`src/rtl/fetch_decode_queue.sv`:
```
`default_nettype none
// ============================================================================
// Module      : fetch_decode_queue
// Description : Instruction queue between the fetch and decode stages.
//               Buffers {PC, instruction} pairs in a DEPTH-entry circular
//               FIFO and presents the oldest pair to decode under a
//               valid/ready handshake. A redirect flush empties the queue so
//               decode never sees wrong-path instructions.
// Ports       : clk, rst        - clock, synchronous active-high reset
//               f_valid/f_ready - fetch-side handshake, f_pc/f_instr data
//               d_valid/d_ready - decode-side handshake, d_pc/d_instr data
//               flush           - redirect, discards every buffered entry
//               count           - current occupancy (0..DEPTH)
// Revision    : 1.0 - initial release
// ============================================================================
module fetch_decode_queue #(
   parameter int XLEN               = 64,
   parameter int INSTRUCTION_LENGTH = XLEN / 2,
   parameter int DEPTH              = 4,
   parameter logic [INSTRUCTION_LENGTH-1:0] NOP_INSTR = 32'h00000013
) (
   input  logic                          clk,
   input  logic                          rst,
   input  logic                          f_valid,
   output logic                          f_ready,
   input  logic [XLEN-1:0]               f_pc,
   input  logic [INSTRUCTION_LENGTH-1:0] f_instr,
   output logic                          d_valid,
   input  logic                          d_ready,
   output logic [XLEN-1:0]               d_pc,
   output logic [INSTRUCTION_LENGTH-1:0] d_instr,
   input  logic                          flush,
   output logic [$clog2(DEPTH):0]        count
);

   localparam int PTR_W = $clog2(DEPTH);
   localparam int CNT_W = PTR_W + 1;

   localparam logic [PTR_W-1:0] c_ptr_one = PTR_W'(1);
   localparam logic [CNT_W-1:0] c_full    = CNT_W'(DEPTH);

   // Storage is intentionally left unreset; the count gates every read.
   logic [XLEN-1:0]               r_pc_mem    [DEPTH];
   logic [INSTRUCTION_LENGTH-1:0] r_instr_mem [DEPTH];

   logic [PTR_W-1:0] r_wr_ptr;
   logic [PTR_W-1:0] r_rd_ptr;
   logic [CNT_W-1:0] r_count;

   logic                          w_push;
   logic                          w_pop;
   logic                          w_not_full;
   logic                          w_not_empty;
   logic [XLEN-1:0]               w_head_pc;
   logic [INSTRUCTION_LENGTH-1:0] w_head_instr;

   // Both handshake flags come from registered occupancy only, so there is
   // no combinational path from d_ready to f_ready. A pop from full therefore
   // cannot admit a push in the same cycle.
   assign w_not_full  = (r_count != c_full);
   assign w_not_empty = (r_count != '0);

   assign w_push = f_valid & w_not_full  & ~flush;
   assign w_pop  = w_not_empty & d_ready & ~flush;

   always_ff @(posedge clk) begin
      if (rst || flush) begin
         r_wr_ptr <= '0;
         r_rd_ptr <= '0;
         r_count  <= '0;
      end else begin
         if (w_push) begin
            r_wr_ptr <= r_wr_ptr + c_ptr_one;
         end
         if (w_pop) begin
            r_rd_ptr <= r_rd_ptr + c_ptr_one;
         end
         r_count <= r_count + CNT_W'(w_push) - CNT_W'(w_pop);
      end
   end

   // Storage write is gated by the same push term, so a push during reset or
   // flush is harmless: the pointers are cleared and the slot is dead.
   always_ff @(posedge clk) begin
      if (w_push) begin
         r_pc_mem[r_wr_ptr]    <= f_pc;
         r_instr_mem[r_wr_ptr] <= f_instr;
      end
   end

   // No fall-through bypass: the head always comes from storage, which gives
   // one cycle of minimum latency and keeps f_* off the d_* timing paths.
   always_comb begin
      w_head_pc    = '0;
      w_head_instr = NOP_INSTR;
      if (w_not_empty) begin
         w_head_pc    = r_pc_mem[r_rd_ptr];
         w_head_instr = r_instr_mem[r_rd_ptr];
      end
   end

   assign f_ready = w_not_full;
   assign d_valid = w_not_empty;
   assign d_pc    = w_head_pc;
   assign d_instr = w_head_instr;
   assign count   = r_count;

endmodule
`default_nettype wire
```
`config.mk`:
```
export PLATFORM = sky130hd
export DESIGN_NAME = fetch_decode_queue
export DESIGN_NICKNAME = d
export VERILOG_FILES = /design/src/rtl/fetch_decode_queue.sv
export SDC_FILE = /design/constraint.sdc
export NUM_CORES = 1
export LEC_CHECK = 0
export ABC_AREA = 0
export ABC_CLOCK_PERIOD_IN_PS = 3500
export BUFFER_PORTS_ARGS = -buffer_cell sky130_fd_sc_hd__buf_2
export CAP_MARGIN = 0
export CORE_MARGIN = 3
export CORE_UTILIZATION = 50
export CTS_BUF_LIST = sky130_fd_sc_hd__clkbuf_4 sky130_fd_sc_hd__clkbuf_8 sky130_fd_sc_hd__clkbuf_16
export DETAILED_ROUTE_END_ITERATION = 10
export PLACE_DENSITY = 0.71
export SLEW_MARGIN = 10
export SYNTH_ARGS = -nofsm -noshare
export SYNTH_HDL_FRONTEND = slang
export SYNTH_SLANG_ARGS = --single-unit
```
`constraint.sdc`:
```
create_clock -name clk -period 3.5 [get_ports clk]
set_input_delay 0.35 -clock clk [delete_from_list [all_inputs] [get_ports clk]]
set_output_delay 0.35 -clock clk [all_outputs]
set_load 0.03 [all_outputs]
```
=== Yosys cells after proc, flatten, opt, wreduce, memory -nomap -nowiden ===
Memory sizes are Yosys's and may differ from the RTL's. A register that Yosys moved wholly into a read port is not among the register bits.
Cells that the tools add are included.

* Memories kept: 2
* Bits in latches: 0
* Bits of input ports: 101
* RAM bits: 384
* Output and inout bits: 101
* Bits in read-only memories: 0
* Register bits after elaboration: 7
* Word-level logic and storage cells: 25

* Shift-type cells: 0
* Add/subtract/negate cells: 4
* Equality and inequality tests: 1
* Muxes and demuxes: 8
* Divide/modulo/power cells: 0
* Multiply operators: 0
* Bitwise operators: 5
* Reduce and logical (&&, ||, !) cells: 2
* $lt $le $gt $ge: 0

{| class="wikitable"
|+ Memories
! name !! words !! bits a word !! rd ports !! clocked after memory_dff !! write ports !! RTL line !! source
|-
| r_pc_mem || 4 || 64 || 1 || 1 || 1 || 43 || <nowiki>logic [XLEN-1:0] r_pc_mem [DEPTH];</nowiki>
|-
| r_instr_mem || 4 || 32 || 1 || 1 || 1 || 44 || <nowiki>logic [INSTRUCTION_LENGTH-1:0] r_instr_mem [DEPTH];</nowiki>
|}

{| class="wikitable"
|+ Operators with widths
! operator !! number
|-
| $mux 64 || 1
|-
| $mux 32 || 1
|-
| $mux 2 || 4
|-
| $add 2x1->2 const B || 2
|-
| $and 1x1->1 || 4
|-
| $add 3x1->3 || 1
|-
| $ne 3x3->1 const B || 1
|-
| $reduce_bool 3->1 || 1
|-
| $sub 3x1->3 || 1
|-
| $mux 1 || 2
|-
| $logic_or 1x1->1 || 1
|-
| $not 1->1 || 1
|}

=== Depth between registers and ports, before layout ===
Gate-level depths: netlist of the first run.

* Depth in word-level cells: 5
* Mapped depth: 12
* Gate-level depth less buffers: 11

=== Worst setup path after synthesis of the first run ===
No wires, ideal clock.

* Path type: flip-flop to flip-flop
* From: reg r_count[1] (netlist: count[1])
* To: mem r_instr_mem[0][0] (netlist name), enable pin
* Setup time: 0.466 ns
* Data required time: 3.034 ns
* Cell stages (with the launch flop): 4
* Setup slack: -0.523 ns
* Period minus slack after synthesis: 4.023 ns
* Buffers on the path: 1
* Data arrival time: 3.557 ns
* Path through: dfxtp_1 > or3b_1 > clkbuf_1 > and3_1

* Word-level cells in the longest chain between the ends: 5

{| class="wikitable"
|+ RTL lines
! element !! RTL line !! source
|-
| start: declaration || 48 || <nowiki>logic [CNT_W-1:0] r_count;</nowiki>
|-
| start signal: assignment || 78 || <nowiki>r_count <= r_count + CNT_W'(w_push) - CNT_W'(w_pop);</nowiki>
|-
| $ne 3x3->1 || 60 || <nowiki>assign w_not_full = (r_count != c_full);</nowiki>
|-
| via f_ready || 25 || <nowiki>output logic f_ready,</nowiki>
|-
| $and 1x1->1 (2 in a row) || 63 || <nowiki>assign w_push = f_valid & w_not_full & ~flush;</nowiki>
|-
| $mux 1 || 85 || <nowiki>if (w_push) begin</nowiki>
|-
| $mux 1 (implied by the code) || 87 || <nowiki>r_instr_mem[r_wr_ptr] <= f_instr;</nowiki>
|-
| end: declaration || 44 ||
|}

The timed path passes the listed nets, and every way through them passes these cells.

==> reports/results.tsv, run 1 <==
metric	value	unit
first-pass GRT wire length	42100	µm
CTS max path bufs	3	
Worst slew margin	58.5	%
WL per Instance	21.2	µm
type of the most critical hold path	input port to flop	
YS warnings	0	
nets	996	
Worst path max stage delay	690	ps
most instantiated cells after synthesis	384 x edfxtp_1, 96 x and2_1, 96 x mux4_2	
commonest register cell after synthesis	edfxtp_1	
Buf/Inv on CP	2	
Max Fclk	0.346	GHz
vias after detailed routing	7131	
Worst EP required	3150	ps
flops & latches, synth	393	
1st-pass router iterations	5	
HPWL after detailed placement	17000	µm
worst-skew pair later-pin latency	530	ps
# H-tree levels	2	
Final Worst Setup Slack	611	ps
clock slew seen by the registers of the worst setup and hold paths	60	ps
leading post-synthesis cells by cell area	edfxtp_1 77%, mux4_2 14%, and2_1 4.0%, dfxtp_1 1.2%, ha_1 0.50%	
Synth Area per Inst	22.7	µm²
Tmin final	2890	ps
clock share of power	40.9	%
maxcap violations	0	
Synth area leader	edfxtp_1	
CTS tree	done	
Worst Setup End Kind	output port	
largest net degree at the start of global routing	47	
Lkg Pwr	6.13	nW
vias in the first global route	7410	
Int Power	7.70	mW
fraction of registers with async set/reset	0	%
CTS Root Cell	clkbuf_16	
Placement Setup Slack	898	ps
Power Dens Cells	545	nW/µm²
die height	179	µm
area grow syn2layout	18.9	%
Setup TNS	0	ps
Worst setup SP type	flop	
Setup Fix Bufs, Post-CTS	0	
initial antenna violation count	7	
Worst VDD drop	0.447	mV
Mapped Area	15000	µm²
IO Pins	202	
Seq/Total Area, Yosys	78.3	%
# port buffers	201	
GP Congestion	0.709	
Die ar.	32000	µm²
Switch Pwr	1.99	mW
Antenna Nets Post-Route	0	
logic gate share of total power	4.9	%
core footprint	29100	µm²
Final Hold Vio Count	0	
WS Path Type	flop to output port	
Final setup viols	0	
synth unique cells	24	
Slowest cell on crit path	dfxtp_4	
layout cell share with drive strength beyond 1	41.9	%
DR vias/cell	5.46	
Sequential Power Share	54.3	%
Final Cycle Share	82.5	%
CP max FO	24	
count leader, synth	edfxtp_1	
Critical Path AT	2540	ps
Mapped Cells	659	
gr usage total	17.5	%
Initial Utilization	51.4	%
RSZ-0062 raised after global routing	false	
flop2flop setup slack	910	ps
fillcell total	2050	
global route total overflow	0	
CTS Sinks	393	
Hold Slack	31.2	ps
CP top delay family	flip-flops	
status	completed	
Post-Syn Nets	767	
Slew Limit Fails	0	
num rows	62	
CP cell instances	buf_4 > mux4_2 > and2_1 > buf_2	
EDFF count, synth	384	
worst-margin pin slew	622	ps
Clock Skew	25.2	ps
post-route cell area	17800	µm²
Num CTS Buffers	41	
Resized Gates After CTS	0	
DRT iter0 DRCs	490	
# DRC	0	
placed cell area	16500	µm²
DRT Wirelength	27700	µm
Switching Share	20.5	%
Power, Total	9.69	mW
hold_buf cts	0	
die extent in x	179	µm
top-area cell type share of the netlist area	77.1	%
==> sequential cells by signal, indices dropped and copies added, names as in the netlist, named ones only <==
signal	count
r_instr_mem	128
r_wr_ptr	2
count	3
r_pc_mem	256
r_rd_ptr	2
==> cell families after synthesis <==
family          count (synthesis)  synth area share [%]
mux                            96                  14.5
fa+ha+maj                       7                 0.636
xor+xnor                        4                 0.234
simple gates                  116                  4.76
buf+inv                        39                  1.43
flops                         393                  78.3
compound gates                  4                 0.176
==> cell usage in the layout, fill, tap and decap left out, types with 6 or more instances in the layout <==
cell type / count
ha_1: 6
edfxtp_1: 384
clkinv_1: 11
buf_4: 9
buf_2: 201
mux4_2: 96
buf_12: 9
and2_1: 96
dfxtp_1: 7
clkbuf_16: 43
clkinv_2: 10
==> metal layers <==
layer | GRT usage, % | up-vias | wire length [µm]
met3 | 5.82 | 48 | 2440
met1 | 22.7 | 3676 | 11200
met5 | 0 | - | 68
met2 | 28.8 | 231 | 13600
li1 | - | 3164 | -
met4 | 4.74 | 12 | 450
==> worst paths after layout <==
path                            startpoint                      endpoint  cells past startpoint
setup / recovery                      flop                      d_pc[35]                      4
hold / removal                 f_instr[25]  r_instr_mem[3][25]$_DFFE_PP_                      1
setup reg to reg       count[2]$_SDFF_PP0_           count[2]$_SDFF_PP0_                     11
hold reg to reg   r_wr_ptr[0]$_SDFFE_PP0P_      r_wr_ptr[0]$_SDFFE_PP0P_                      2
==> metrics by stage <==
stage	cells	util (%)
finish	1306	61.1
global route	1304	61.1
CTS	1303	61.1
detailed placement	1229	56.8
global placement	1229	56.8
floorplan	659	-
==> final cells by class <==
type / instances / area (µm²) / share of cell area [%]
sequential: 393 / 11700 / 65.9
timing repair buffer: 219 / 1250 / 7.05
multi-input combinational: 227 / 3050 / 17.2
clock buffer: 48 / 1110 / 6.26
clock inverter: 26 / 136 / 0.767
tap: 384 / 480 / 2.70
antenna: 3 / 7.51 / 0.0422
inverter: 6 / 22.5 / 0.127
==> power groups by stage <==
stage          Combinational, mW  Clock (mW)  Sequential [mW]
3_3_place_gp               0.472           0             5.35
4_1_cts                    0.481        4.06             5.26
5_1_grt                    0.513        4.26             5.26
3_5_place_dp               0.480           0             5.36
6_report                   0.471        3.96             5.26
2_1_floorplan              0.271           0             5.36
Power figures use the tool's default switching activity.
==> run 2: changes to the inputs <==
Settings changed: ABC_AREA 0 to 1, ABC_CLOCK_PERIOD_IN_PS 3500 to 3000, PLACE_DENSITY 0.71 to 0.68.
Clock period 3.5 ns to 3 ns, I/O delays scaled along.
==> run 2 against run 1 <==
  * First-iteration DRC count grew 90%
  * Clock power up 23%
  * Core utilization increased by 2.3 points
  * Final area is 6.8% higher
  * Area after synthesis grew 2.9%
  * Largest power group unchanged
  * Final cell count increased by 46%
  * Die area grew 2.8%
  * Routed wire length is 25% higher
  * Register-to-register slack worse by 40 ps
  * Synthesized cell count grew 83%
  * Worst setup slack got worse by 250 ps
  * Sequential power grew 17%
  * Critical path type unchanged
==> reports/results.tsv, run 2 <==
metric	value	unit
status	completed	
area grow syn2layout	23.5	%
gr usage total	20.7	%
max FFs per register	256	
synth unique cells	17	
first-pass GRT wire length	54400	µm
Final Util	63.4	%
Max Fclk	0.380	GHz
uppermost layer routed	met4	
Worst slew margin	55.9	%
Synth area leader	edfxtp_1	
CTS Sinks	393	
clock slew seen by the registers of the worst setup and hold paths	60	ps
Critical Path AT	2330	ps
layout cell share with drive strength beyond 1	19.6	%
DR vias/cell	5.33	
top-area cell type share of the netlist area	74.9	%
Slew Limit Fails	0	
most instantiated cells after synthesis	387 x nor2_1, 384 x edfxtp_1, 162 x o21ai_0	
HPWL after detailed placement	18700	µm
commonest register cell after synthesis	edfxtp_1	
Mapped Cells	1203	
global route total overflow	0	
Die ar.	32900	µm²
Final Cycle Share	87.8	%
# DRC	0	
Mapped Area	15400	µm²
GP Congestion	0.740	
count leader, synth	nor2_1	
flops & latches, synth	393	
largest net degree at the start of global routing	100	
vias after detailed routing	10200	
WS Path Type	flop to output port	
Worst VDD drop	0.499	mV
die height	181	µm
met2 WL	17300	µm
# H-tree levels	2	
CTS max path bufs	3	
Final setup viols	0	
YS warnings	0	
worst-margin pin slew	661	ps
IO Pins	202	
initial antenna violation count	2	
num rows	63	
type of the most critical hold path	input port to flop	
Largest Register	r_pc_mem	
Final Hold Vio Count	0	
commonest cells after routing, fill and taps aside	384 x edfxtp_1, 383 x nor2_1, 201 x buf_2, 162 x o21ai_0, 102 x a21oi_1	
DRT Wirelength	34600	µm
RSZ-0062 raised after global routing	false	
routed metal-1 wirelength	14100	µm
Seq/Total Area, Yosys	76.1	%
Power Dens Cells	612	nW/µm²
CTS tree	done	
nets	1597	
Worst EP required	2700	ps
leading post-synthesis cells by cell area	edfxtp_1 75%, nor2_1 9.4%, o21ai_0 5.3%, a21oi_1 3.3%, buf_6 1.4%	
commonest non-fill, non-tap cell in the layout	edfxtp_1	
met3 wire len	2380	µm
Worst setup SP type	flop	
fraction of registers with async set/reset	0	%
Worst Setup End Kind	output port	
vias in the first global route	10200	
Tmin final	2630	ps
DRT iter0 DRCs	931	
CTS Root Cell	clkbuf_16	
CP max FO	57	
# port buffers	201	
Synth Area per Inst	12.8	µm²
Setup TNS	0	ps
Antenna Nets Post-Route	0	
Initial Utilization	51.4	%
EDFF count, synth	384	
die extent in x	181	µm
Lkg Pwr	6.99	nW
1st-pass router iterations	6	
Clock Skew	5.97	ps
core footprint	30000	µm²
WL per Instance	18.1	µm
worst-skew pair later-pin latency	520	ps
maxcap violations	0	
Num CTS Buffers	41	
Post-Syn Nets	1311	
## run 2: cells by family after synthesis
group,count (synthesis),synth area share (%)
adders and majority gates,7,0.618
buffers and inverters,93,3.55
DFF,393,76.1
AOI/OAI and AO/OA,291,9.46
and+or+nand+nor,419,10.3
## run 2: worst paths after layout
kind / start / to / slack (ps) / cells past startpoint
max reg2reg: count[1]$_SDFF_PP0_ / count[2]$_SDFF_PP0_ / 870 / 11
min reg2reg: r_wr_ptr[0]$_SDFFE_PP0P_ / r_wr_ptr[0]$_SDFFE_PP0P_ / 510 / 2
max: flop / d_pc[24] / 370 / 5
min: f_instr[5] / r_instr_mem[3][5]$_DFFE_PP_ / 20 / 1
## run 2: metrics by stage
step	instances	setup WS [ps]	hold slack (ps)	instance area (µm²)	power, mW
floorplan	1203	85.9	399	15400	6.55
global placement	1741	677	491	16700	6.77
detailed placement	1741	674	494	16700	6.78
CTS	1907	75.0	1.50	19000	11.7
global route	1909	169	17.7	19000	12.0
finish	1909	365	21.4	19000	11.6
## run 2: power by group
part	internal, mW	switching, mW
clock network	2.91	1.94
registers	6.11	0.0183
logic	0.235	0.409
## run 2: timing repair
item / in CTS / in global routing
hold buffers: 95 / 0
endpoints found under the setup margin: 0 / 3
hold endpoints to repair: 380 / 0
resized for setup: 0 / 1
setup buffers: 0 / 0
## run 2: critical path, cell delays in order (launching register included)
cell and delay [ps]:
dfxtp_4 370, inv_4 420, buf_4 390, o21ai_0 140
a21oi_1 240, buf_2 250
## run 2: layer usage
metal | global-route usage [%] | vias to the layer above
met1 | 26.7 | 4940
met4 | 6.46 | 0
met5 | 0 | -
li1 | - | 4825
met2 | 35.7 | 351
met3 | 4.27 | 68
## run 2: area by class of cell
class,instances,area (µm²)
Antenna cell,2,5.00
Inverter,20,81.3
Fill cell,2232,11000
Tap cell,390,488
Sequential cell,393,11700
Clock inverter,14,115
Multi-Input combinational cell,717,3160
Timing Repair Buffer,316,2240
Clock buffer,57,1180
